### src/rtl/keystone_cfg_ctrl_pkg.sv
// Shared definitions for the keystone configuration controller: FSM states,
// register offsets, AXI response codes and default soft-reset length.
package keystone_cfg_ctrl_pkg;

    localparam int unsigned DATA_W          = 32;
    localparam int unsigned SRST_CYCLES_DEF = 16;

    localparam int unsigned OFS_CTRL   = 32'h00;
    localparam int unsigned OFS_STATUS = 32'h04;
    localparam int unsigned OFS_STAGE  = 32'h10;
    localparam int unsigned OFS_ACTIVE = 32'h40;

    localparam logic [1:0] RESP_OKAY   = 2'b00;
    localparam logic [1:0] RESP_SLVERR = 2'b10;

    typedef enum logic [1:0] {
        IDLE    = 2'd0,
        PENDING = 2'd1,
        SRST    = 2'd2
    } state_e;

endpackage

### src/rtl/keystone_cfg_ctrl_axil.sv
// AXI4-Lite slave handshake: turns bus transactions into single-cycle
// wr_en/rd_en strobes and holds B/R responses until the master takes them.
module axil_slave_if
    import keystone_cfg_ctrl_pkg::*;
#(
    parameter int unsigned ADDR_W = 7
) (
    input  logic              clock,
    input  logic              reset,
    input  logic [ADDR_W-1:0] s_axil_awaddr,
    input  logic              s_axil_awvalid,
    output logic              s_axil_awready,
    input  logic [DATA_W-1:0] s_axil_wdata,
    input  logic              s_axil_wvalid,
    output logic              s_axil_wready,
    output logic [1:0]        s_axil_bresp,
    output logic              s_axil_bvalid,
    input  logic              s_axil_bready,
    input  logic [ADDR_W-1:0] s_axil_araddr,
    input  logic              s_axil_arvalid,
    output logic              s_axil_arready,
    output logic [DATA_W-1:0] s_axil_rdata,
    output logic [1:0]        s_axil_rresp,
    output logic              s_axil_rvalid,
    input  logic              s_axil_rready,
    output logic              wr_en,
    output logic [ADDR_W-1:0] wr_addr,
    output logic [DATA_W-1:0] wr_data,
    input  logic [1:0]        wr_resp,
    output logic              rd_en,
    output logic [ADDR_W-1:0] rd_addr,
    input  logic [DATA_W-1:0] rd_data,
    input  logic [1:0]        rd_resp
);

    logic              bvalid_q, bvalid_d;
    logic [1:0]        bresp_q, bresp_d;
    logic              rvalid_q, rvalid_d;
    logic [1:0]        rresp_q, rresp_d;
    logic [DATA_W-1:0] rdata_q, rdata_d;

    // Address and data must arrive together; a pending response blocks the next one.
    always_comb begin
        wr_en    = s_axil_awvalid && s_axil_wvalid && !bvalid_q;
        wr_addr  = s_axil_awaddr;
        wr_data  = s_axil_wdata;
        rd_en    = s_axil_arvalid && !rvalid_q;
        rd_addr  = s_axil_araddr;

        bvalid_d = bvalid_q;
        bresp_d  = bresp_q;
        rvalid_d = rvalid_q;
        rresp_d  = rresp_q;
        rdata_d  = rdata_q;

        if (wr_en) begin
            bvalid_d = 1'b1;
            bresp_d  = wr_resp;
        end else if (s_axil_bready) begin
            bvalid_d = 1'b0;
        end

        if (rd_en) begin
            rvalid_d = 1'b1;
            rresp_d  = rd_resp;
            rdata_d  = rd_data;
        end else if (s_axil_rready) begin
            rvalid_d = 1'b0;
        end
    end

    always_ff @(posedge clock or posedge reset) begin
        if (reset) begin
            bvalid_q <= 1'b0;
            bresp_q  <= RESP_OKAY;
            rvalid_q <= 1'b0;
            rresp_q  <= RESP_OKAY;
            rdata_q  <= '0;
        end else begin
            bvalid_q <= bvalid_d;
            bresp_q  <= bresp_d;
            rvalid_q <= rvalid_d;
            rresp_q  <= rresp_d;
            rdata_q  <= rdata_d;
        end
    end

    assign s_axil_awready = wr_en;
    assign s_axil_wready  = wr_en;
    assign s_axil_bvalid  = bvalid_q;
    assign s_axil_bresp   = bresp_q;
    assign s_axil_arready = rd_en;
    assign s_axil_rvalid  = rvalid_q;
    assign s_axil_rresp   = rresp_q;
    assign s_axil_rdata   = rdata_q;

endmodule

### src/rtl/keystone_cfg_ctrl.sv
// Keystone map configuration controller: staged coefficients are committed to
// the active set on a frame boundary; also provides core enable and soft reset.
module keystone_cfg_ctrl
    import keystone_cfg_ctrl_pkg::*;
#(
    parameter int unsigned NUM_COEF    = 8,
    parameter int unsigned ADDR_W      = 7,
    parameter int unsigned SRST_CYCLES = SRST_CYCLES_DEF
) (
    input  logic                       clock,
    input  logic                       reset,
    input  logic [ADDR_W-1:0]          s_axil_awaddr,
    input  logic                       s_axil_awvalid,
    output logic                       s_axil_awready,
    input  logic [31:0]                s_axil_wdata,
    input  logic                       s_axil_wvalid,
    output logic                       s_axil_wready,
    output logic [1:0]                 s_axil_bresp,
    output logic                       s_axil_bvalid,
    input  logic                       s_axil_bready,
    input  logic [ADDR_W-1:0]          s_axil_araddr,
    input  logic                       s_axil_arvalid,
    output logic                       s_axil_arready,
    output logic [31:0]                s_axil_rdata,
    output logic [1:0]                 s_axil_rresp,
    output logic                       s_axil_rvalid,
    input  logic                       s_axil_rready,
    input  logic                       sof_beat,
    output logic                       sw_en,
    output logic                       sw_rst,
    output logic [NUM_COEF*DATA_W-1:0] map_registers,
    output logic                       commit_done
);

    localparam int unsigned IDX_W = (NUM_COEF > 1) ? $clog2(NUM_COEF) : 1;
    localparam int unsigned CNT_W = (SRST_CYCLES > 1) ? $clog2(SRST_CYCLES) : 1;

    logic              wr_en, rd_en;
    logic [ADDR_W-1:0] wr_addr, rd_addr;
    logic [DATA_W-1:0] wr_data, rd_data;
    logic [1:0]        wr_resp, rd_resp;

    state_e                           state_q, state_d;
    logic [CNT_W-1:0]                 cnt_q, cnt_d;
    logic                             enable_q, enable_d;
    logic [15:0]                      frame_q, frame_d;
    logic [NUM_COEF-1:0][DATA_W-1:0]  stage_q, stage_d;
    logic [NUM_COEF-1:0][DATA_W-1:0]  active_q, active_d;
    logic                             sw_rst_q, sw_rst_d;
    logic                             sw_en_q, sw_en_d;
    logic                             commit_done_q, commit_done_d;
    logic                             ctrl_wr, srst_req, commit_req;

    axil_slave_if #(
        .ADDR_W (ADDR_W)
    ) u_axil (
        .clock          (clock),
        .reset          (reset),
        .s_axil_awaddr  (s_axil_awaddr),
        .s_axil_awvalid (s_axil_awvalid),
        .s_axil_awready (s_axil_awready),
        .s_axil_wdata   (s_axil_wdata),
        .s_axil_wvalid  (s_axil_wvalid),
        .s_axil_wready  (s_axil_wready),
        .s_axil_bresp   (s_axil_bresp),
        .s_axil_bvalid  (s_axil_bvalid),
        .s_axil_bready  (s_axil_bready),
        .s_axil_araddr  (s_axil_araddr),
        .s_axil_arvalid (s_axil_arvalid),
        .s_axil_arready (s_axil_arready),
        .s_axil_rdata   (s_axil_rdata),
        .s_axil_rresp   (s_axil_rresp),
        .s_axil_rvalid  (s_axil_rvalid),
        .s_axil_rready  (s_axil_rready),
        .wr_en          (wr_en),
        .wr_addr        (wr_addr),
        .wr_data        (wr_data),
        .wr_resp        (wr_resp),
        .rd_en          (rd_en),
        .rd_addr        (rd_addr),
        .rd_data        (rd_data),
        .rd_resp        (rd_resp)
    );

    // Read decode; unmapped addresses return zero data with SLVERR.
    always_comb begin
        rd_data = '0;
        rd_resp = RESP_SLVERR;
        if (rd_addr == ADDR_W'(OFS_CTRL)) begin
            rd_data = {31'd0, enable_q};
            rd_resp = RESP_OKAY;
        end
        if (rd_addr == ADDR_W'(OFS_STATUS)) begin
            rd_data = {frame_q, 14'd0, sw_rst_q, state_q == PENDING};
            rd_resp = RESP_OKAY;
        end
        for (int unsigned i = 0; i < NUM_COEF; i++) begin
            if (rd_addr == ADDR_W'(OFS_STAGE + 4 * i)) begin
                rd_data = stage_q[IDX_W'(i)];
                rd_resp = RESP_OKAY;
            end
            if (rd_addr == ADDR_W'(OFS_ACTIVE + 4 * i)) begin
                rd_data = active_q[IDX_W'(i)];
                rd_resp = RESP_OKAY;
            end
        end
    end

    // Register bank writes and the commit/soft-reset FSM.
    always_comb begin
        state_d       = state_q;
        cnt_d         = cnt_q;
        enable_d      = enable_q;
        frame_d       = frame_q;
        stage_d       = stage_q;
        active_d      = active_q;
        commit_done_d = 1'b0;
        wr_resp       = RESP_SLVERR;

        ctrl_wr    = wr_en && (wr_addr == ADDR_W'(OFS_CTRL));
        srst_req   = ctrl_wr && wr_data[1];
        commit_req = ctrl_wr && wr_data[2];

        if (ctrl_wr) begin
            enable_d = wr_data[0];
            wr_resp  = RESP_OKAY;
        end
        for (int unsigned i = 0; i < NUM_COEF; i++) begin
            if (wr_addr == ADDR_W'(OFS_STAGE + 4 * i)) begin
                wr_resp = RESP_OKAY;
                if (wr_en) begin
                    stage_d[IDX_W'(i)] = wr_data;
                end
            end
        end

        if (sof_beat) begin
            frame_d = frame_q + 16'd1;
        end

        // State is still IDLE during the commit-write cycle, so a coincident sof is ignored.
        case (state_q)
            IDLE: begin
                if (commit_req) begin
                    state_d = PENDING;
                end
            end
            PENDING: begin
                if (sof_beat) begin
                    active_d      = stage_q;
                    commit_done_d = 1'b1;
                    state_d       = IDLE;
                end
            end
            SRST: begin
                if (cnt_q == '0) begin
                    state_d = IDLE;
                end else begin
                    cnt_d = cnt_q - CNT_W'(1);
                end
            end
            default: state_d = IDLE;
        endcase

        if (srst_req) begin
            state_d       = SRST;
            cnt_d         = CNT_W'(SRST_CYCLES - 1);
            frame_d       = '0;
            active_d      = active_q;
            commit_done_d = 1'b0;
        end

        sw_rst_d = (state_d == SRST);
        sw_en_d  = enable_d && (state_d != SRST);
    end

    always_ff @(posedge clock or posedge reset) begin
        if (reset) begin
            state_q       <= IDLE;
            cnt_q         <= '0;
            enable_q      <= 1'b0;
            frame_q       <= '0;
            stage_q       <= '0;
            active_q      <= '0;
            sw_rst_q      <= 1'b0;
            sw_en_q       <= 1'b0;
            commit_done_q <= 1'b0;
        end else begin
            state_q       <= state_d;
            cnt_q         <= cnt_d;
            enable_q      <= enable_d;
            frame_q       <= frame_d;
            stage_q       <= stage_d;
            active_q      <= active_d;
            sw_rst_q      <= sw_rst_d;
            sw_en_q       <= sw_en_d;
            commit_done_q <= commit_done_d;
        end
    end

    assign sw_rst        = sw_rst_q;
    assign sw_en         = sw_en_q;
    assign commit_done   = commit_done_q;
    assign map_registers = active_q;

endmodule

### config.mk
export PLATFORM = sky130hd
export DESIGN_NAME = keystone_cfg_ctrl
export DESIGN_NICKNAME = d
export VERILOG_FILES = /design/src/rtl/keystone_cfg_ctrl_pkg.sv /design/src/rtl/keystone_cfg_ctrl_axil.sv /design/src/rtl/keystone_cfg_ctrl.sv
export SDC_FILE = /design/constraint.sdc
export NUM_CORES = 1
export LEC_CHECK = 0
export BUFFER_PORTS_ARGS = -buffer_cell sky130_fd_sc_hd__buf_2
export CAP_MARGIN = 20
export CELL_PAD_IN_SITES_DETAIL_PLACEMENT = 0
export CELL_PAD_IN_SITES_GLOBAL_PLACEMENT = 1
export CORE_ASPECT_RATIO = 1.25
export CORE_MARGIN = 2
export CORE_UTILIZATION = 47
export CTS_CLUSTER_DIAMETER = 100
export DETAILED_ROUTE_END_ITERATION = 8
export GPL_TIMING_DRIVEN = 0
export PLACE_DENSITY = 0.81
export SLEW_MARGIN = 40
export SYNTH_ARGS = -nofsm -noshare
export SYNTH_HDL_FRONTEND = slang
export SYNTH_SLANG_ARGS = --single-unit
export TNS_END_PERCENT = 1
### constraint.sdc
create_clock -name clock -period 18.51 [get_ports clock]
set_clock_uncertainty 0.15 [all_clocks]
set_input_delay 0.9255 -clock clock [delete_from_list [all_inputs] [get_ports clock]]
set_output_delay 0.9255 -clock clock [all_outputs]
set_load 0.05 [all_outputs]
==> out/results.md <==
| Parameter | Value |
| --- | --- |
| Synth Warn # | 0 |
| Top cell types by occurrence after synthesis | sky130_fd_sc_hd__dfrtp_1 (574), sky130_fd_sc_hd__mux2_2 (287), sky130_fd_sc_hd__mux2_4 (229) |
| Global routing usage on met1 | 50.2% |
| Share of the synthesized area in compound gates (AO/OA/AOI/OAI) | 14.9% |
| First DRT Iteration DRCs | 2,811 |
| Final wirelength | 121,000 um |
| Worst Setup Path Type | primary input to flip-flop |
| Number of routed nets with antenna violations | 0 |
| Share of cells above drive strength 1 | 39.8% |
| Number of I/O pins | 354 |
| Period utilisation layout | 21.9% |
| Area share of and/or/nand/nor cells after synthesis | 6.30% |
| Buffers from clock root to sink, at most | 3 |
| Multi-input combinational cell area | 13,000 um2 |
| Die outline width | 223 um |
| Filler cells | 5,107 |
| Clock insertion delay at the later pin of the skew report | 0.63 ns |
| Clock Pin Slew Worst Setup and Hold Paths | 0.07 ns |
| Multiplexer share of the synthesized area | 23.9% |
| Worst Path Required | 18.86 ns |
| Post-CTS setup buffer count | 0 |
| Primary FF master, synth | sky130_fd_sc_hd__dfrtp_1 |
| Most Used Layer, Global Route | met2 |
| H-tree depth | 2 |
| Sum of net half-perimeters after detailed placement | 91,900 um |
| Register Area | 14,400 um2 |
| Final setup vio count | 0 |
| Part of the Yosys area used for sequential elements | 50.8% |
| Pwr/cell area | 88.3 nW/um2 |
| Time the final worst path needs with I/O delays and setup | 4.06 ns |
| Area fraction of the dominant cell type after synthesis | 50.8% |
| Leakage power total | 16.3 nW |
| Class of the worst hold path | primary input to async pin |
| Highest net fanout along the worst path | 10 |
| Largest family of logic cells by synthesized area | multiplexers |
| Post-synthesis cell area | 28,300 um2 |
| Hold_buf cts | 0 |
| Final design utilization | 56.1% |
| Mean number of vias per cell | 6.59 |
| Std cell rows | 100 |
| Met3 Usage GRT | 7.78% |
| Top area cells in the synthesized netlist | sky130_fd_sc_hd__dfrtp_1 (51%), sky130_fd_sc_hd__mux2_4 (12%), sky130_fd_sc_hd__mux2_2 (11%) |
| Via count | 23,400 |
| RePlAce Congestion | 0.984 |
| Async S/R FF share, synth | 100% |
| Area share of fa/ha/maj cells after synthesis | 0.0885% |
| Overall overflow remaining after global route | 0 |
| Final Hold Vio Count | 0 |
| Number of buffer cells added on primary ports | 348 |
| Flip-flop and latch count after synthesis | 574 |
| Result of the run | completed |
| XOR/XNOR share of the synthesized area | 0.526% |
| Gate count of the mapped netlist | 2,303 |
| Buffer type at the clock tree root | sky130_fd_sc_hd__clkbuf_16 |
| First-pass GRT wire length | 171,000 um |
| CTS tree | done |
| Placed cell count | 3,428 |
| Global-route usage over all layers | 38.5% |
| Core area | 59,600 um2 |
| Die Span Y | 278 um |
| Upper clock frequency limit | 246 MHz |
| Number of global-route vias before repair | 23,400 |
| Final Instance Count excl. Fillers | 3,542 |
| Sinks on Clock Net | 574 |
| Distinct cells, synth | 84 |
| Number of iterations in the first detailed-routing pass | 6 |
| Area enclosed by the die boundary | 62,200 um2 |
| Area added between synthesis and finish | 18.2% |
| Most common cell in the netlist | sky130_fd_sc_hd__dfrtp_1 |
| Hold WS | 0.143 ns |
| VDD IR-drop max | 0.0689 mV |
| Met2 usage in global routing | 60.1% |
| Reported max-cap violation count | 0 |
| Critical Path Sink Type | flip-flop |
| RSZ-0062 raised after global routing | false |
| Final net count | 2,780 |
| Post-Syn Area per Cell | 12.3 um2 |
| Number of synthesized flops with an enable pin | 0 |
| Number of resized instances in the post-cts repair step | 0 |
| Relative slew slack | 35.1% |
| Number of max-slew violations in the final report | 0 |
| Post-detailed-route wirelength per cell | 34.3 um |
| Starting utilization of the core area | 47.5% |
| Arrival time of data at the critical path endpoint | 4.41 ns |
| Pin count of the biggest net entering global routing | 80 |
| Transition time of the tightest slew-check pin | 0.974 ns |
| Critical path startpoint category | primary input |
| Origin of the worst setup path | s_axil_araddr[6] |
| Dominant cell type by area after synthesis | sky130_fd_sc_hd__dfrtp_1 |
| DRC violation count after routing | 0 |
| Cts bufs inserted | 58 |
| Source of the worst register-to-register timing path | u_axil.s_axil_bvalid |
| Antenna violations before repair | 7 |
==> critical path: stages <==
cell                       delay, ns
sky130_fd_sc_hd__buf_2          0.14
sky130_fd_sc_hd__buf_4          0.21
sky130_fd_sc_hd__buf_2          0.29
sky130_fd_sc_hd__clkbuf_1       0.66
sky130_fd_sc_hd__nand3b_1       0.51
sky130_fd_sc_hd__a21oi_1        0.37
sky130_fd_sc_hd__o21bai_1       0.26
sky130_fd_sc_hd__nand4b_1       0.33
sky130_fd_sc_hd__a211oi_1       0.58
sky130_fd_sc_hd__nor3_1         0.11
==> layout by cell type, fill, tap and decap left out, types with 26 or more instances in the layout <==
| master | synthesis | routed |
|---|---|---|
| sky130_fd_sc_hd__mux2_2 | 287 | 287 |
| sky130_fd_sc_hd__dfrtp_1 | 574 | 574 |
| sky130_fd_sc_hd__o22ai_1 | 60 | 60 |
| sky130_fd_sc_hd__buf_2 | 35 | 390 |
| sky130_fd_sc_hd__o2bb2ai_1 | 26 | 26 |
| sky130_fd_sc_hd__nand3_1 | 26 | 26 |
| sky130_fd_sc_hd__clkbuf_16 | 0 | 61 |
| sky130_fd_sc_hd__nor2_1 | 133 | 128 |
| sky130_fd_sc_hd__a21oi_1 | 111 | 110 |
| sky130_fd_sc_hd__nand2_1 | 99 | 99 |
| sky130_fd_sc_hd__clkbuf_1 | 94 | 91 |
| sky130_fd_sc_hd__buf_6 | 27 | 27 |
| sky130_fd_sc_hd__a22oi_1 | 57 | 57 |
| sky130_fd_sc_hd__o21ai_0 | 155 | 154 |
| sky130_fd_sc_hd__mux2_4 | 229 | 229 |
| sky130_fd_sc_hd__a221oi_1 | 30 | 30 |
==> per-layer routing <==
layer | vias up | share of wire (%)
met5 | - | 0.023
met4 | 4 | 6.2
met3 | 361 | 8.7
met2 | 1486 | 46
met1 | 12000 | 39
li1 | 9489 | -
==> per-stage QoR <==
step	setup TNS, ns	setup WS (ns)	cell area (um2)	power [mW]
2_1_floorplan	0	1.38	28300	1.54
3_5_place_dp	0	13.98	31300	1.67
4_1_cts	0	14.65	33400	2.95
3_3_place_gp	-2650.55	-4.74	31000	1.66
6_report	0	14.45	33400	2.95
5_1_grt	0	14.55	33400	3.02
==> power breakdown <==
group / switching (mW) / internal [mW]
clock: 0.530 / 0.761
sequential: 0.0441 / 1.30
combinational: 0.228 / 0.0879
==> area by class of cell <==
cell class                 instances  area share [%]
multi-input combinational       1537            38.9
antenna                            5          0.0374
sequential                       574            43.0
buffer                           182            2.91
clock inverter                    20           0.846
inverter                          11           0.146
tap                              765            2.86
timing repair buffer             360            5.94
clock buffer                      88            5.35
==> worst paths after layout <==
check | end | slack [ns] | depth (start not counted)
min in group clock | u_axil.s_axil_rvalid | 0.31 | 2
hold / removal | u_axil.s_axil_rdata[22] | 0.14 | 2
setup reg to reg | stage_q[233] | 15.25 | 6
setup / recovery | u_axil.s_axil_rdata[0] | 14.45 | 10
max in group asynchronous | map_registers[15] | 16.17 | 6
hold reg to reg | state_q[0] | 0.32 | 1
==> cells by family (layout without fill, tap and decap cells) <==
| logic type | Yosys count | after routing |
|---|---|---|
| flops | 574 | 574 |
| xor+xnor | 17 | 17 |
| other cells | 1 | 7 |
| mux | 526 | 526 |
| fa+ha+maj | 2 | 2 |
| compound gates | 629 | 629 |
| simple gates | 361 | 361 |
| buf+inv | 193 | 661 |
==> sequential cells by signal, summed over array words and instances, names as in the netlist <==
register	count
cnt_q	4
commit_done	1
enable_q	1
frame_q	16
map_registers	256
stage_q	256
state_q	2
sw_en	1
sw_rst	1
u_axil.s_axil_bresp	1
u_axil.s_axil_bvalid	1
u_axil.s_axil_rdata	32
u_axil.s_axil_rresp	1
u_axil.s_axil_rvalid	1
Note: power is estimated with default switching activity, not from simulation.
